**src/rtl/mem_stage_lsu.sv**
```systemverilog
// rtl/mem_stage_lsu.sv - MEM-stage load/store unit driving the data-memory bus
// Store strobes/replication, load extraction/extension, pipeline stall until each access completes.
package mem_stage_lsu_pkg;
   typedef enum logic [3:0] {
      LSU_NONE = 4'd0,
      LSU_LB   = 4'd1,
      LSU_LH   = 4'd2,
      LSU_LW   = 4'd3,
      LSU_LD   = 4'd4,
      LSU_LBU  = 4'd5,
      LSU_LHU  = 4'd6,
      LSU_LWU  = 4'd7,
      LSU_SB   = 4'd8,
      LSU_SH   = 4'd9,
      LSU_SW   = 4'd10,
      LSU_SD   = 4'd11
   } lsu_op_t;
endpackage

module mem_stage_lsu
   import mem_stage_lsu_pkg::*;
#(
   parameter int unsigned TIMEOUT = 255
) (
   input  logic        clk,
   input  logic        rst,
   input  logic [63:0] alu_result_i,
   input  logic [63:0] store_data_i,
   input  lsu_op_t     lsu_op_i,
   input  logic        mem_read_i,
   input  logic        mem_write_i,
   output logic        dmem_req_valid_o,
   input  logic        dmem_req_ready_i,
   output logic [63:0] dmem_addr_o,
   output logic        dmem_we_o,
   output logic [63:0] dmem_wdata_o,
   output logic [7:0]  dmem_wstrb_o,
   input  logic        dmem_rsp_valid_i,
   input  logic [63:0] dmem_rdata_i,
   input  logic        dmem_rsp_err_i,
   output logic [63:0] result_o,
   output logic        stall_o,
   output logic        misalign_o,
   output logic        bus_err_o
);

   typedef enum logic [1:0] {S_IDLE, S_REQ, S_RESP, S_DONE} state_t;

   state_t      state;
   logic [63:0] load_data_q;
   logic [31:0] cnt;

   logic [2:0]  off;
   logic [3:0]  size;
   logic [7:0]  mask;
   logic        misaligned;
   logic        mem_op;
   logic        timeout_hit;
   logic [63:0] shifted;
   logic [63:0] load_ext;

   assign off    = alu_result_i[2:0];
   assign mem_op = (mem_read_i | mem_write_i) && (lsu_op_i != LSU_NONE);

   always_comb begin
      size = 4'd0;
      mask = 8'h00;
      case (lsu_op_i)
         LSU_LB, LSU_LBU, LSU_SB: begin size = 4'd1; mask = 8'h01; end
         LSU_LH, LSU_LHU, LSU_SH: begin size = 4'd2; mask = 8'h03; end
         LSU_LW, LSU_LWU, LSU_SW: begin size = 4'd4; mask = 8'h0F; end
         LSU_LD, LSU_SD:          begin size = 4'd8; mask = 8'hFF; end
         default:                 begin size = 4'd0; mask = 8'h00; end
      endcase
   end

   always_comb begin
      case (size)
         4'd2:    misaligned = off[0];
         4'd4:    misaligned = (off[1:0] != 2'b00);
         4'd8:    misaligned = (off != 3'b000);
         default: misaligned = 1'b0;
      endcase
   end

   always_comb begin
      case (size)
         4'd1:    dmem_wdata_o = {8{store_data_i[7:0]}};
         4'd2:    dmem_wdata_o = {4{store_data_i[15:0]}};
         4'd4:    dmem_wdata_o = {2{store_data_i[31:0]}};
         default: dmem_wdata_o = store_data_i;
      endcase
   end

   assign dmem_req_valid_o = (state == S_REQ) || ((state == S_IDLE) && mem_op && !misaligned);
   assign dmem_addr_o      = {alu_result_i[63:3], 3'b000};
   assign dmem_we_o        = mem_write_i;
   assign dmem_wstrb_o     = mem_write_i ? (mask << off) : 8'h00;

   // A timeout only fires when no response arrives in the same cycle.
   assign timeout_hit = (TIMEOUT != 0) && (state == S_RESP) && !dmem_rsp_valid_i
                        && (cnt == TIMEOUT - 1);
   assign bus_err_o   = (state == S_RESP) && ((dmem_rsp_valid_i && dmem_rsp_err_i) || timeout_hit);
   assign misalign_o  = (state == S_IDLE) && mem_op && misaligned;
   assign stall_o     = dmem_req_valid_o || (state == S_RESP);

   assign shifted = load_data_q >> {off, 3'b000};

   always_comb begin
      case (lsu_op_i)
         LSU_LB:  load_ext = {{56{shifted[7]}},  shifted[7:0]};
         LSU_LH:  load_ext = {{48{shifted[15]}}, shifted[15:0]};
         LSU_LW:  load_ext = {{32{shifted[31]}}, shifted[31:0]};
         LSU_LBU: load_ext = {56'd0, shifted[7:0]};
         LSU_LHU: load_ext = {48'd0, shifted[15:0]};
         LSU_LWU: load_ext = {32'd0, shifted[31:0]};
         default: load_ext = shifted;
      endcase
   end

   assign result_o = ((state == S_DONE) && mem_read_i) ? load_ext : alu_result_i;

   always_ff @(posedge clk or posedge rst) begin
      if (rst) begin
         state       <= S_IDLE;
         load_data_q <= 64'd0;
         cnt         <= 32'd0;
      end else begin
         case (state)
            S_IDLE: begin
               cnt <= 32'd0;
               if (dmem_req_valid_o)
                  state <= dmem_req_ready_i ? S_RESP : S_REQ;
            end
            S_REQ: begin
               if (dmem_req_ready_i)
                  state <= S_RESP;
            end
            S_RESP: begin
               if (dmem_rsp_valid_i) begin
                  load_data_q <= dmem_rdata_i;
                  state       <= S_DONE;
               end else if (timeout_hit) begin
                  load_data_q <= 64'd0;
                  state       <= S_DONE;
               end else begin
                  cnt <= cnt + 32'd1;
               end
            end
            default: begin
               cnt   <= 32'd0;
               state <= S_IDLE;
            end
         endcase
      end
   end

endmodule

```
**config.mk**
```make
export PLATFORM = sky130hd
export DESIGN_NAME = mem_stage_lsu
export DESIGN_NICKNAME = d
export VERILOG_FILES = /design/src/rtl/mem_stage_lsu.sv
export SDC_FILE = /design/constraint.sdc
export NUM_CORES = 1
export LEC_CHECK = 0
export CAP_MARGIN = 20
export CORE_AREA = 2 2 158 160
export DETAILED_ROUTE_END_ITERATION = 16
export DIE_AREA = 0 0 160 162
export HOLD_SLACK_MARGIN = 0.03
export MAX_ROUTING_LAYER = met4
export PLACE_DENSITY = 0.8
export SYNTH_ARGS = -nofsm -noshare
export SYNTH_HDL_FRONTEND = slang
export SYNTH_SLANG_ARGS = --single-unit
```
**constraint.sdc**
```tcl
create_clock -name clk -period 11.35 [get_ports clk]
set_input_delay 3.405 -clock clk [delete_from_list [all_inputs] [get_ports clk]]
set_output_delay 3.405 -clock clk [all_outputs]
set_load 0.05 [all_outputs]
```
* Word-level counts from Yosys, hierarchy flattened
Memory sizes are Yosys's and may differ from the RTL's. Cells that the tools add are included. Widths: inputs -> output; s select.
Word-level totals: logic and storage cells 66, bits in read-only memories 192, input bits 203, memories 1, output and inout port bits 205, register bits after elaboration 98
Memory list:
- (no name shown) | depth 16, width 12, rd ports 1, clocked after Yosys merged registers in 0, write ports 0, RTL line 68 | case (lsu_op_i)
Operators by class: shifts and indexed selects 2, mux-type cells 16, reduce and logical (&&, ||, !) cells 22, bitwise operators 2, equal/unequal tests 19, $add $sub $neg 1
Operators by type and width (number):
- $pmux 64 s6 | 1
- $mux 64 | 3
- $pmux 64 s3 | 1
- $mux 32 | 2
- $pmux 32 s2 | 1
- $shr 64x6->64 | 1
- $add 32x1->32 const B | 1
- $eq 32x8->1 const B | 1
- $eq 4x3->1 const B | 4
- $eq 4x2->1 const B | 3
- $mux 2 | 5
- $logic_and 1x1->1 | 9
- $eq 4x1->1 const B | 2
- $mux 8 | 1
- $ne 2x2->1 const B | 4
- $shl 8x3->8 | 1
- $pmux 2 s3 | 1
- $reduce_and 3->1 | 2
- $eq 2x2->1 const B | 2
- $eq 4x4->1 const B | 1
- $reduce_bool 2->1 | 2
- $reduce_bool 4->1 | 1
- $logic_or 1x1->1 | 3
- $ne 3x3->1 const B | 1
- 8 further kinds | 9

* Logic depth before layout (Yosys ltp)
Gate-level depths: netlist of run 1. An unclocked memory read counts as a cell.
word-level depth 8, gate-level depth with buffers 10, depth with buffers taken out 8

* Worst setup path before layout of run 1
OpenSTA, ideal clock, no wires.
kind in2out, start point in alu_result_i[1], end point out dmem_wstrb_o[7], buffers on the path 5, arrival 5.893 ns, stages 7, required time 7.945 ns, path slack 2.052 ns, path through clkbuf_1 -> buf_2 -> buf_2 -> buf_2 -> clkbuf_1 -> a21oi_1 -> o31ai_1
On the way: word-level cells in the longest chain between the ends 2
Ends and longest elaborated chain:
- from (decl) | RTL line 27 | input logic [63:0] alu_result_i,
- $shl 8x3->8 | RTL line 98 | assign dmem_wstrb_o = mem_write_i ? (mask << off) : 8'h00;
- $mux 8 | RTL line 98
- to (decl) | RTL line 37 | output logic [7:0] dmem_wstrb_o,
No other way between the ends.

* Final worst setup path of run 1
start point in lsu_op_i[0], end point out dmem_wdata_o[55]
On the way: word-level cells in the longest chain between the ends 3, elaborated cells between the ends (all ways) 5, those cells by class eq/ne: 3; mux: 1; memory: 1
Ends and longest elaborated chain:
- from (decl) | RTL line 29 | input lsu_op_t lsu_op_i,
- $mem_v2 16x12 *
- $eq 4x3->1, or another cell as far along | RTL line 87 | case (size)
- $pmux 64 s3 * | RTL line 87
- to (decl) | RTL line 36 | output logic [63:0] dmem_wdata_o,
Mark *: on every way between the ends. The rest lies on a longest branch, timed or not.

==> impl_metrics.xml, run 1 <==
<?xml version="1.0" encoding="UTF-8"?>
<metrics>
  <group name="critical_path">
    <metric name="worstPathArrival" unit="ns">6.91</metric>
    <metric name="critical_path.endpoint_type" unit="">output pin</metric>
    <metric name="number_of_cell_instances_on_the_worst_register_to_register_path" unit="">9</metric>
    <metric name="cp_data_required_time" unit="ns">7.95</metric>
    <metric name="critical_path_peak_fanout" unit="">40</metric>
    <metric name="cp_slowest_cell" unit="">clkdlybuf4s50_1</metric>
    <metric name="critPathLaunchType" unit="">input pin</metric>
    <metric name="worstReg2RegStart" unit="">cnt[0]</metric>
    <metric name="critical_path.max_stage_delay" unit="ns">0.81</metric>
    <metric name="timing.critical_path.cells" unit="">clkdlybuf4s50_1 -&gt; ha_1 -&gt; nor2b_1 -&gt; a22oi_1 -&gt; o22ai_1 -&gt; buf_4 -&gt; nor2_2 -&gt; buf_4 -&gt; a222oi_1 -&gt; inv_1 -&gt; clkdlybuf4s50_1</metric>
    <metric name="worstPathBufferInverterCount" unit="">5</metric>
    <metric name="crit-reg2reg-capture" unit="">cnt[5]</metric>
    <metric name="cpLargestDelayFamily" unit="">buffers and inverters</metric>
    <metric name="timing_worst_setup_path_type" unit="">input pin to output pin</metric>
    <metric name="reg2reg_setup_slack" unit="ns">8.84</metric>
  </group>
  <group name="placement">
    <metric name="postPlaceCellArea" unit="um^2">12060</metric>
    <metric name="dp.cells" unit="">1603</metric>
    <metric name="pre_cts_slack" unit="ns">0.9009</metric>
    <metric name="port-buffer-count" unit="">404</metric>
    <metric name="place_congestion" unit="">0.9445</metric>
    <metric name="dp_hpwl" unit="um">29160</metric>
  </group>
  <group name="drt">
    <metric name="ant_nets" unit="">0</metric>
    <metric name="final_wirelength" unit="um">35870</metric>
    <metric name="routed.top_layer" unit="">met4</metric>
    <metric name="routed_via_density" unit="">5.639</metric>
    <metric name="first_iter_violations" unit="">863</metric>
    <metric name="met3_wirelength" unit="um">3137</metric>
    <metric name="drt-pass1-iter-count" unit="">7</metric>
    <metric name="routed_wire_length_per_instance" unit="um">22.00</metric>
    <metric name="via_count" unit="">9192</metric>
    <metric name="m1_wire_length" unit="um">14060</metric>
    <metric name="remaining_drc_errors" unit="">0</metric>
    <metric name="wl_met2" unit="um">16870</metric>
  </group>
  <group name="sta">
    <metric name="setup_violations" unit="">0</metric>
    <metric name="period_needed" unit="ns">10.31</metric>
    <metric name="slew_viol_final" unit="">0</metric>
    <metric name="hold_violations" unit="">0</metric>
    <metric name="timing.final.crit_share" unit="">0.9085</metric>
    <metric name="grt_setup_unrepaired" unit="">no</metric>
    <metric name="timing.slew.headroom" unit="">0.3018</metric>
    <metric name="max_freq" unit="GHz">0.09698</metric>
    <metric name="timing.clock.skew" unit="ns">0.008418</metric>
    <metric name="worst_slew_pin_slew" unit="ns">1.039</metric>
    <metric name="final.setup.tns" unit="ns">0</metric>
    <metric name="setup_slack" unit="ns">1.038</metric>
  </group>
  <group name="global_routing">
    <metric name="number_of_antenna_violations_at_the_first_check_in_global_routing" unit="">10</metric>
    <metric name="vias_in_the_first_global_route" unit="">8510</metric>
    <metric name="gr-usage-all-layers" unit="">0.2713</metric>
    <metric name="grt_overflow_total" unit="">0</metric>
    <metric name="grt_first_pass_wirelength" unit="um">52400</metric>
    <metric name="grt_start_max_net_pins" unit="">81</metric>
  </group>
  <group name="hold_path">
    <metric name="whs_endpoint" unit="">load_data_q[5]</metric>
    <metric name="hold_start" unit="">load_data_q[5]</metric>
    <metric name="hold_depth" unit="">1</metric>
    <metric name="worst_hold_path_type" unit="">flop to flop</metric>
  </group>
  <group name="pwr">
    <metric name="worst_vdd_drop" unit="mV">0.1086</metric>
    <metric name="leakage" unit="nW">5.269</metric>
    <metric name="power.density_cell_area" unit="nW/um^2">176.0</metric>
  </group>
  <group name="finish">
    <metric name="finalNonFillerCells" unit="">1630</metric>
    <metric name="finalInstanceArea" unit="um^2">12390</metric>
    <metric name="final_layout_size_suffix_gt1_frac" unit="">0.1034</metric>
    <metric name="nets" unit="">1507</metric>
    <metric name="synthToLayoutAreaGrowth" unit="%">46.38</metric>
  </group>
  <group name="clock_tree">
    <metric name="cts-hold-fix-buffers" unit="">0</metric>
    <metric name="inserted_clock_buffers" unit="">9</metric>
    <metric name="post_cts_sizing" unit="">0</metric>
    <metric name="clock_pin_slew_on_the_worst_setup_and_hold_paths" unit="ns">0.06</metric>
    <metric name="clk_path_buf_depth" unit="">2</metric>
    <metric name="cts_setup_buffers" unit="">0</metric>
    <metric name="htree_num_levels" unit="">3</metric>
    <metric name="cts_tree" unit="">yes</metric>
    <metric name="cts_root_buffer" unit="">clkbuf_16</metric>
    <metric name="cts_num_sinks" unit="">98</metric>
    <metric name="worst_skew_pair.late_latency" unit="ns">0.34</metric>
  </group>
  <group name="die">
    <metric name="die_width" unit="um">160</metric>
    <metric name="floorplan.initialDensity" unit="">0.3510</metric>
    <metric name="chipHeight" unit="um">162</metric>
    <metric name="fp-row-count" unit="">57</metric>
    <metric name="floorplan.core_area" unit="um^2">24110</metric>
    <metric name="fp.dieArea" unit="um^2">25920</metric>
    <metric name="num_io_pins" unit="">408</metric>
  </group>
  <group name="synthesis">
    <metric name="yosysTopAreaCell" unit="">dfrtp_1</metric>
    <metric name="yosys.cell_count.top_type" unit="">nand2_1</metric>
    <metric name="synth_cell_types" unit="">59</metric>
    <metric name="synth.top_cell.area_share" unit="">0.2898</metric>
    <metric name="simple_gate_area_share_of_the_yosys_netlist" unit="">0.1804</metric>
    <metric name="post_synth_edffs" unit="">0</metric>
    <metric name="synth.avg_cell_area" unit="um^2">8.378</metric>
    <metric name="ys.flop_type" unit="">dfrtp_1</metric>
    <metric name="async_flop_share" unit="">1.000</metric>
    <metric name="netlist_instances" unit="">1010</metric>
    <metric name="synth_xor_xnor_area_share" unit="">0.02174</metric>
    <metric name="yosys-top-cells-count" unit="">143 x nand2_1, 98 x dfrtp_1, 76 x buf_4</metric>
    <metric name="synth_sequential_area_ratio" unit="">0.2898</metric>
    <metric name="synth_mux_area_frac" unit="">0.1387</metric>
    <metric name="post_synth_main_area_contributors" unit="">dfrtp_1 29%, buf_4 6.7%, a22o_1 6.7%, nand2_1 6.3%, mux2i_1 5.1%</metric>
    <metric name="synth_adder_area_share" unit="">0.01774</metric>
    <metric name="largest_family_of_logic_cells_by_synthesized_area" unit="">compound AO/OA/AOI/OAI gates</metric>
    <metric name="synth-compound-area-share" unit="">0.2360</metric>
    <metric name="netlist_area" unit="um^2">8462</metric>
    <metric name="ys_ff_latch" unit="">98</metric>
    <metric name="yosys_warnings" unit="">0</metric>
  </group>
  <group name="outcome">
    <metric name="run_status" unit="">finished, final reports clean</metric>
  </group>
  <group name="flow_run">
    <metric name="max-cap-violations" unit="">0</metric>
  </group>
</metrics>
## cell usage in the layout (no fill, tap or decap), types with 11 or more instances in the layout
cell,Yosys,layout
mux2i_1,43,43
or3_1,11,11
nand3_1,25,25
clkdlybuf4s50_1,0,361
o22a_1,13,13
mux2_2,30,30
nor2b_1,13,13
xnor2_1,12,12
and2_1,13,12
nor2_1,71,70
buf_4,76,56
dfrtp_1,98,98
a21o_1,16,16
ha_1,12,12
nor3_1,17,16
inv_1,26,25
a21oi_1,46,46
a22oi_1,41,41
o21ai_0,47,47
a22o_1,65,65
mux4_2,18,18
nand2_1,143,142
## layer usage
| layer | global-route usage | vias to the layer above |
|---|---|---|
| met5 | - | - |
| met4 | 0.1380 | 0 |
| met3 | 0.06869 | 90 |
| met2 | 0.4205 | 491 |
| met1 | 0.3290 | 4415 |
| li1 | - | 4196 |
## stage by stage
step	power, W	hold slack, ns	utilization
after global routing	0.002281	0.5283	0.5139
after global placement	0.001866	0.4838	0.5002
final	0.002181	0.5095	0.5139
after detailed placement	0.001890	0.4878	0.5002
after floorplan	0.001429	0.4651	-
after CTS	0.002173	0.5067	0.5114
## cells by family (layout without fill, tap and decap cells)
logic type	count (synthesis)	in the layout
AO/OA/AOI/OAI	278	278
XOR/XNOR	21	21
adder cells (fa/ha/maj)	12	12
buffers and inverters	176	460
flip-flops	98	98
multiplexers	91	91
other	1	13
AND/OR/NAND/NOR	333	333
## worst max path at each step
stage / startpoint / end / cells after the start
final: lsu_op_i[0] / dmem_wdata_o[55] / 11
after global routing: lsu_op_i[1] / dmem_wdata_o[55] / 11
after CTS: lsu_op_i[0] / dmem_wdata_o[56] / 9
after detailed placement: lsu_op_i[0] / dmem_wdata_o[56] / 9
after global placement: lsu_op_i[0] / dmem_wdata_o[62] / 9
after floorplan: alu_result_i[1] / dmem_wstrb_o[7] / 7
## flip-flops by register name, summed over array words and instances, names as in the netlist
signal,flops
load_data_q,64
cnt,32
state,2
## where the power goes
group	leakage, nW	internal (W)	total (W)	switching [W]
clock network	0.132	0.000148	0.000277	0.000129
logic	3.87	0.000506	0.00128	0.000770
registers	1.27	0.000462	0.000628	0.000166
total	5.27	0.00112	0.00218	0.00106
## final cells by class
class	count	area, um^2
fillers	2255	11720
multi-input cells	738	5070
repair buffers	419	4066
flip-flops and latches	98	2452
well taps	324	405.4
clock buffers	9	225.2
inverters	26	98.84
clock inverters	6	43.79
diodes	10	25.02
No activity file was read; power rests on OpenSTA's default activity.
==> inputs of run 2 (changes only) <==
Settings changed: ABC_AREA set to 1, CAP_MARGIN 20 to unset, PLACE_DENSITY 0.8 to 0.84.
==> run 2 against run 1 <==
  * Count of clock-buffer cells in the layout is 2 higher
  * Hold slack worse by 0.036 ns
  * Register-to-register slack worse by 0.66 ns
  * Largest power group unchanged
  * Area after synthesis is 11% higher
  * Sequential power is 11% lower
  * Non-clock buffer count is 7 lower
  * Design area is 9.8% higher
  * Critical path depth is 1 lower
==> impl_metrics.xml, run 2 <==
<?xml version="1.0" encoding="UTF-8"?>
<metrics>
  <group name="clock_tree">
    <metric name="clk_path_buf_depth" unit="">2</metric>
    <metric name="cts-hold-fix-buffers" unit="">0</metric>
    <metric name="htree_num_levels" unit="">3</metric>
    <metric name="cts_tree" unit="">yes</metric>
    <metric name="post_cts_sizing" unit="">0</metric>
    <metric name="cts_num_sinks" unit="">98</metric>
    <metric name="cts_root_buffer" unit="">clkbuf_16</metric>
    <metric name="cts_setup_buffers" unit="">0</metric>
    <metric name="clock_pin_slew_on_the_worst_setup_and_hold_paths" unit="ns">0.06</metric>
    <metric name="inserted_clock_buffers" unit="">9</metric>
    <metric name="worst_skew_pair.late_latency" unit="ns">0.36</metric>
  </group>
  <group name="sta">
    <metric name="worst_slew_pin_slew" unit="ns">1.035</metric>
    <metric name="timing.final.crit_share" unit="">0.9162</metric>
    <metric name="timing.slew.headroom" unit="">0.3097</metric>
    <metric name="max_freq" unit="GHz">0.09616</metric>
    <metric name="setup_slack" unit="ns">0.9506</metric>
    <metric name="final.setup.tns" unit="ns">0</metric>
    <metric name="period_needed" unit="ns">10.40</metric>
    <metric name="timing.clock.skew" unit="ns">0.01074</metric>
    <metric name="setup_violations" unit="">0</metric>
    <metric name="grt_setup_unrepaired" unit="">no</metric>
    <metric name="hold_violations" unit="">0</metric>
    <metric name="slew_viol_final" unit="">0</metric>
    <metric name="hold-worst-slack" unit="ns">0.4732</metric>
  </group>
  <group name="die">
    <metric name="die_width" unit="um">160</metric>
    <metric name="fp.dieArea" unit="um^2">25920</metric>
    <metric name="fp-row-count" unit="">57</metric>
    <metric name="floorplan.core_area" unit="um^2">24110</metric>
    <metric name="num_io_pins" unit="">408</metric>
    <metric name="chipHeight" unit="um">162</metric>
    <metric name="floorplan.initialDensity" unit="">0.3900</metric>
  </group>
  <group name="critical_path">
    <metric name="cp_data_required_time" unit="ns">7.95</metric>
    <metric name="reg2reg_setup_slack" unit="ns">8.18</metric>
    <metric name="critical_path_peak_fanout" unit="">64</metric>
    <metric name="worstPathArrival" unit="ns">6.99</metric>
    <metric name="critPathLaunchType" unit="">input pin</metric>
    <metric name="timing_worst_setup_path_type" unit="">input pin to output pin</metric>
    <metric name="critical_path.endpoint_type" unit="">output pin</metric>
  </group>
  <group name="synthesis">
    <metric name="yosysTopAreaCell" unit="">dfrtp_1</metric>
    <metric name="synth-compound-area-share" unit="">0.1690</metric>
    <metric name="synth_adder_area_share" unit="">0.01597</metric>
    <metric name="ys.flop_type" unit="">dfrtp_1</metric>
    <metric name="yosys.cell_count.top_type" unit="">nand2_1</metric>
    <metric name="async_flop_share" unit="">1.000</metric>
    <metric name="synth_sequential_area_ratio" unit="">0.2608</metric>
    <metric name="post_synth_edffs" unit="">0</metric>
    <metric name="yosys_warnings" unit="">0</metric>
    <metric name="netlist_area" unit="um^2">9402</metric>
    <metric name="yosys-top-cells-count" unit="">516 x nand2_1, 147 x nor2_1, 139 x inv_1</metric>
    <metric name="synth_mux_area_frac" unit="">0.001065</metric>
    <metric name="synth.avg_cell_area" unit="um^2">6.161</metric>
    <metric name="ys_ff_latch" unit="">98</metric>
    <metric name="netlist_instances" unit="">1526</metric>
    <metric name="synth_cell_types" unit="">49</metric>
    <metric name="post_synth_main_area_contributors" unit="">dfrtp_1 26%, nand2_1 21%, o21ai_0 6.7%, buf_4 6.3%, nor2_1 5.9%</metric>
    <metric name="largest_family_of_logic_cells_by_synthesized_area" unit="">simple AND/OR/NAND/NOR gates</metric>
    <metric name="simple_gate_area_share_of_the_yosys_netlist" unit="">0.3621</metric>
    <metric name="synth_xor_xnor_area_share" unit="">0.02143</metric>
    <metric name="synth.top_cell.area_share" unit="">0.2608</metric>
  </group>
  <group name="global_routing">
    <metric name="grt_first_pass_wirelength" unit="um">66160</metric>
    <metric name="grt_overflow_total" unit="">0</metric>
    <metric name="grt_start_max_net_pins" unit="">81</metric>
    <metric name="number_of_antenna_violations_at_the_first_check_in_global_routing" unit="">0</metric>
    <metric name="gr-usage-all-layers" unit="">0.3435</metric>
    <metric name="vias_in_the_first_global_route" unit="">10657</metric>
  </group>
  <group name="placement">
    <metric name="place_congestion" unit="">1.096</metric>
    <metric name="dp_hpwl" unit="um">36700</metric>
    <metric name="postPlaceCellArea" unit="um^2">13280</metric>
    <metric name="port-buffer-count" unit="">404</metric>
    <metric name="pre_cts_slack" unit="ns">1.058</metric>
  </group>
  <group name="drt">
    <metric name="final_wirelength" unit="um">44870</metric>
    <metric name="ant_nets" unit="">0</metric>
    <metric name="routed_via_density" unit="">5.388</metric>
    <metric name="remaining_drc_errors" unit="">0</metric>
    <metric name="via_count" unit="">11472</metric>
    <metric name="drt-pass1-iter-count" unit="">6</metric>
    <metric name="routed_wire_length_per_instance" unit="um">21.08</metric>
    <metric name="first_iter_violations" unit="">1211</metric>
  </group>
  <group name="finish">
    <metric name="synthToLayoutAreaGrowth" unit="%">44.61</metric>
    <metric name="largest_register_ffs" unit="">64</metric>
    <metric name="most-common-layout-cells" unit="">516 x nand2_1, 352 x clkdlybuf4s50_1, 147 x nor2_1, 138 x inv_1, 126 x o21ai_0</metric>
    <metric name="reg.largest.list" unit="">load_data_q x64, cnt x32, state x2</metric>
    <metric name="final.fill_count" unit="">2360</metric>
    <metric name="final_layout_size_suffix_gt1_frac" unit="">0.06704</metric>
    <metric name="finalInstanceArea" unit="um^2">13600</metric>
    <metric name="final_util" unit="">0.5640</metric>
    <metric name="nets" unit="">2015</metric>
    <metric name="mostFrequentLayoutCell" unit="">nand2_1</metric>
    <metric name="n_antenna_cell" unit="">0</metric>
    <metric name="top_register" unit="">load_data_q</metric>
  </group>
  <group name="outcome">
    <metric name="run_status" unit="">finished, final reports clean</metric>
  </group>
  <group name="pwr">
    <metric name="worst_vdd_drop" unit="mV">0.09585</metric>
    <metric name="leakage" unit="nW">6.293</metric>
    <metric name="power.density_cell_area" unit="nW/um^2">163.4</metric>
  </group>
  <group name="flow_run">
    <metric name="max-cap-violations" unit="">0</metric>
  </group>
  <group name="hold_path">
    <metric name="worst_hold_path_type" unit="">flop to flop</metric>
  </group>
</metrics>
run 2: worst max-delay path, stage by stage:
cell and delay, ns:
clkdlybuf4s50_1 0.47, inv_1 0.17, ha_1 0.30, nand3_1 0.23, nand2_1 0.14, nor2_2 0.07, nand2_4 0.22, nand3_4 0.48
o21ai_0 0.58, clkdlybuf4s50_1 0.91
run 2: power breakdown:
group	internal (W)	switching, W
combinational	0.000431	0.000898
clock	0.000184	0.000146
sequential	0.000461	0.0000999
total	0.00108	0.00114
run 2: path summary, 6_finish.rpt:
path                       depth (start not counted)             from          endpoint
max                                               10      lsu_op_i[1]  dmem_wdata_o[54]
min in group asynchronous                          2              rst           cnt[19]
max in group asynchronous                          3              rst    load_data_q[9]
min reg2reg                                        2  load_data_q[33]   load_data_q[33]
min                                                2  load_data_q[33]   load_data_q[33]
max reg2reg                                       11         state[0]           cnt[12]
run 2: per-stage QoR:
step / cells / power [W]
after global placement: 2113 / 0.001863
after CTS: 2129 / 0.002206
after detailed placement: 2113 / 0.001875
after global routing: 2129 / 0.002325
after floorplan: 1528 / 0.001371
final: 2129 / 0.002221
run 2: layer usage:
metal,GRT usage,routed length (um)
met1,0.4193,17480
met2,0.5470,21130
met3,0.06180,3627
met4,0.1769,2637
met5,-,0
run 2: area by class of cell:
cell class / count / area (um^2) / area share
Multi-Input combinational cell: 1127 / 5366 / 0.3947
Timing Repair Buffer: 412 / 4484 / 0.3298
Sequential cell: 98 / 2452 / 0.1804
Inverter: 152 / 574.3 / 0.04224
Tap cell: 324 / 405.4 / 0.02982
Clock buffer: 11 / 252.7 / 0.01859
Clock inverter: 5 / 60.06 / 0.004417
run 2: cell families after synthesis:
family	count (synthesis)
AOI/OAI and AO/OA	272
xor gates and xnor gates	23
muxes	1
adders and majority gates	12
buffers and inverters	303
other	1
and+or+nand+nor	816
DFF	98
==> inputs of run 3 (changes only) <==
Settings changed: SKIP_CTS_REPAIR_TIMING set to 1.
==> results of run 3 <==
Final layout, timing and power as in run 2 (identical DEF).
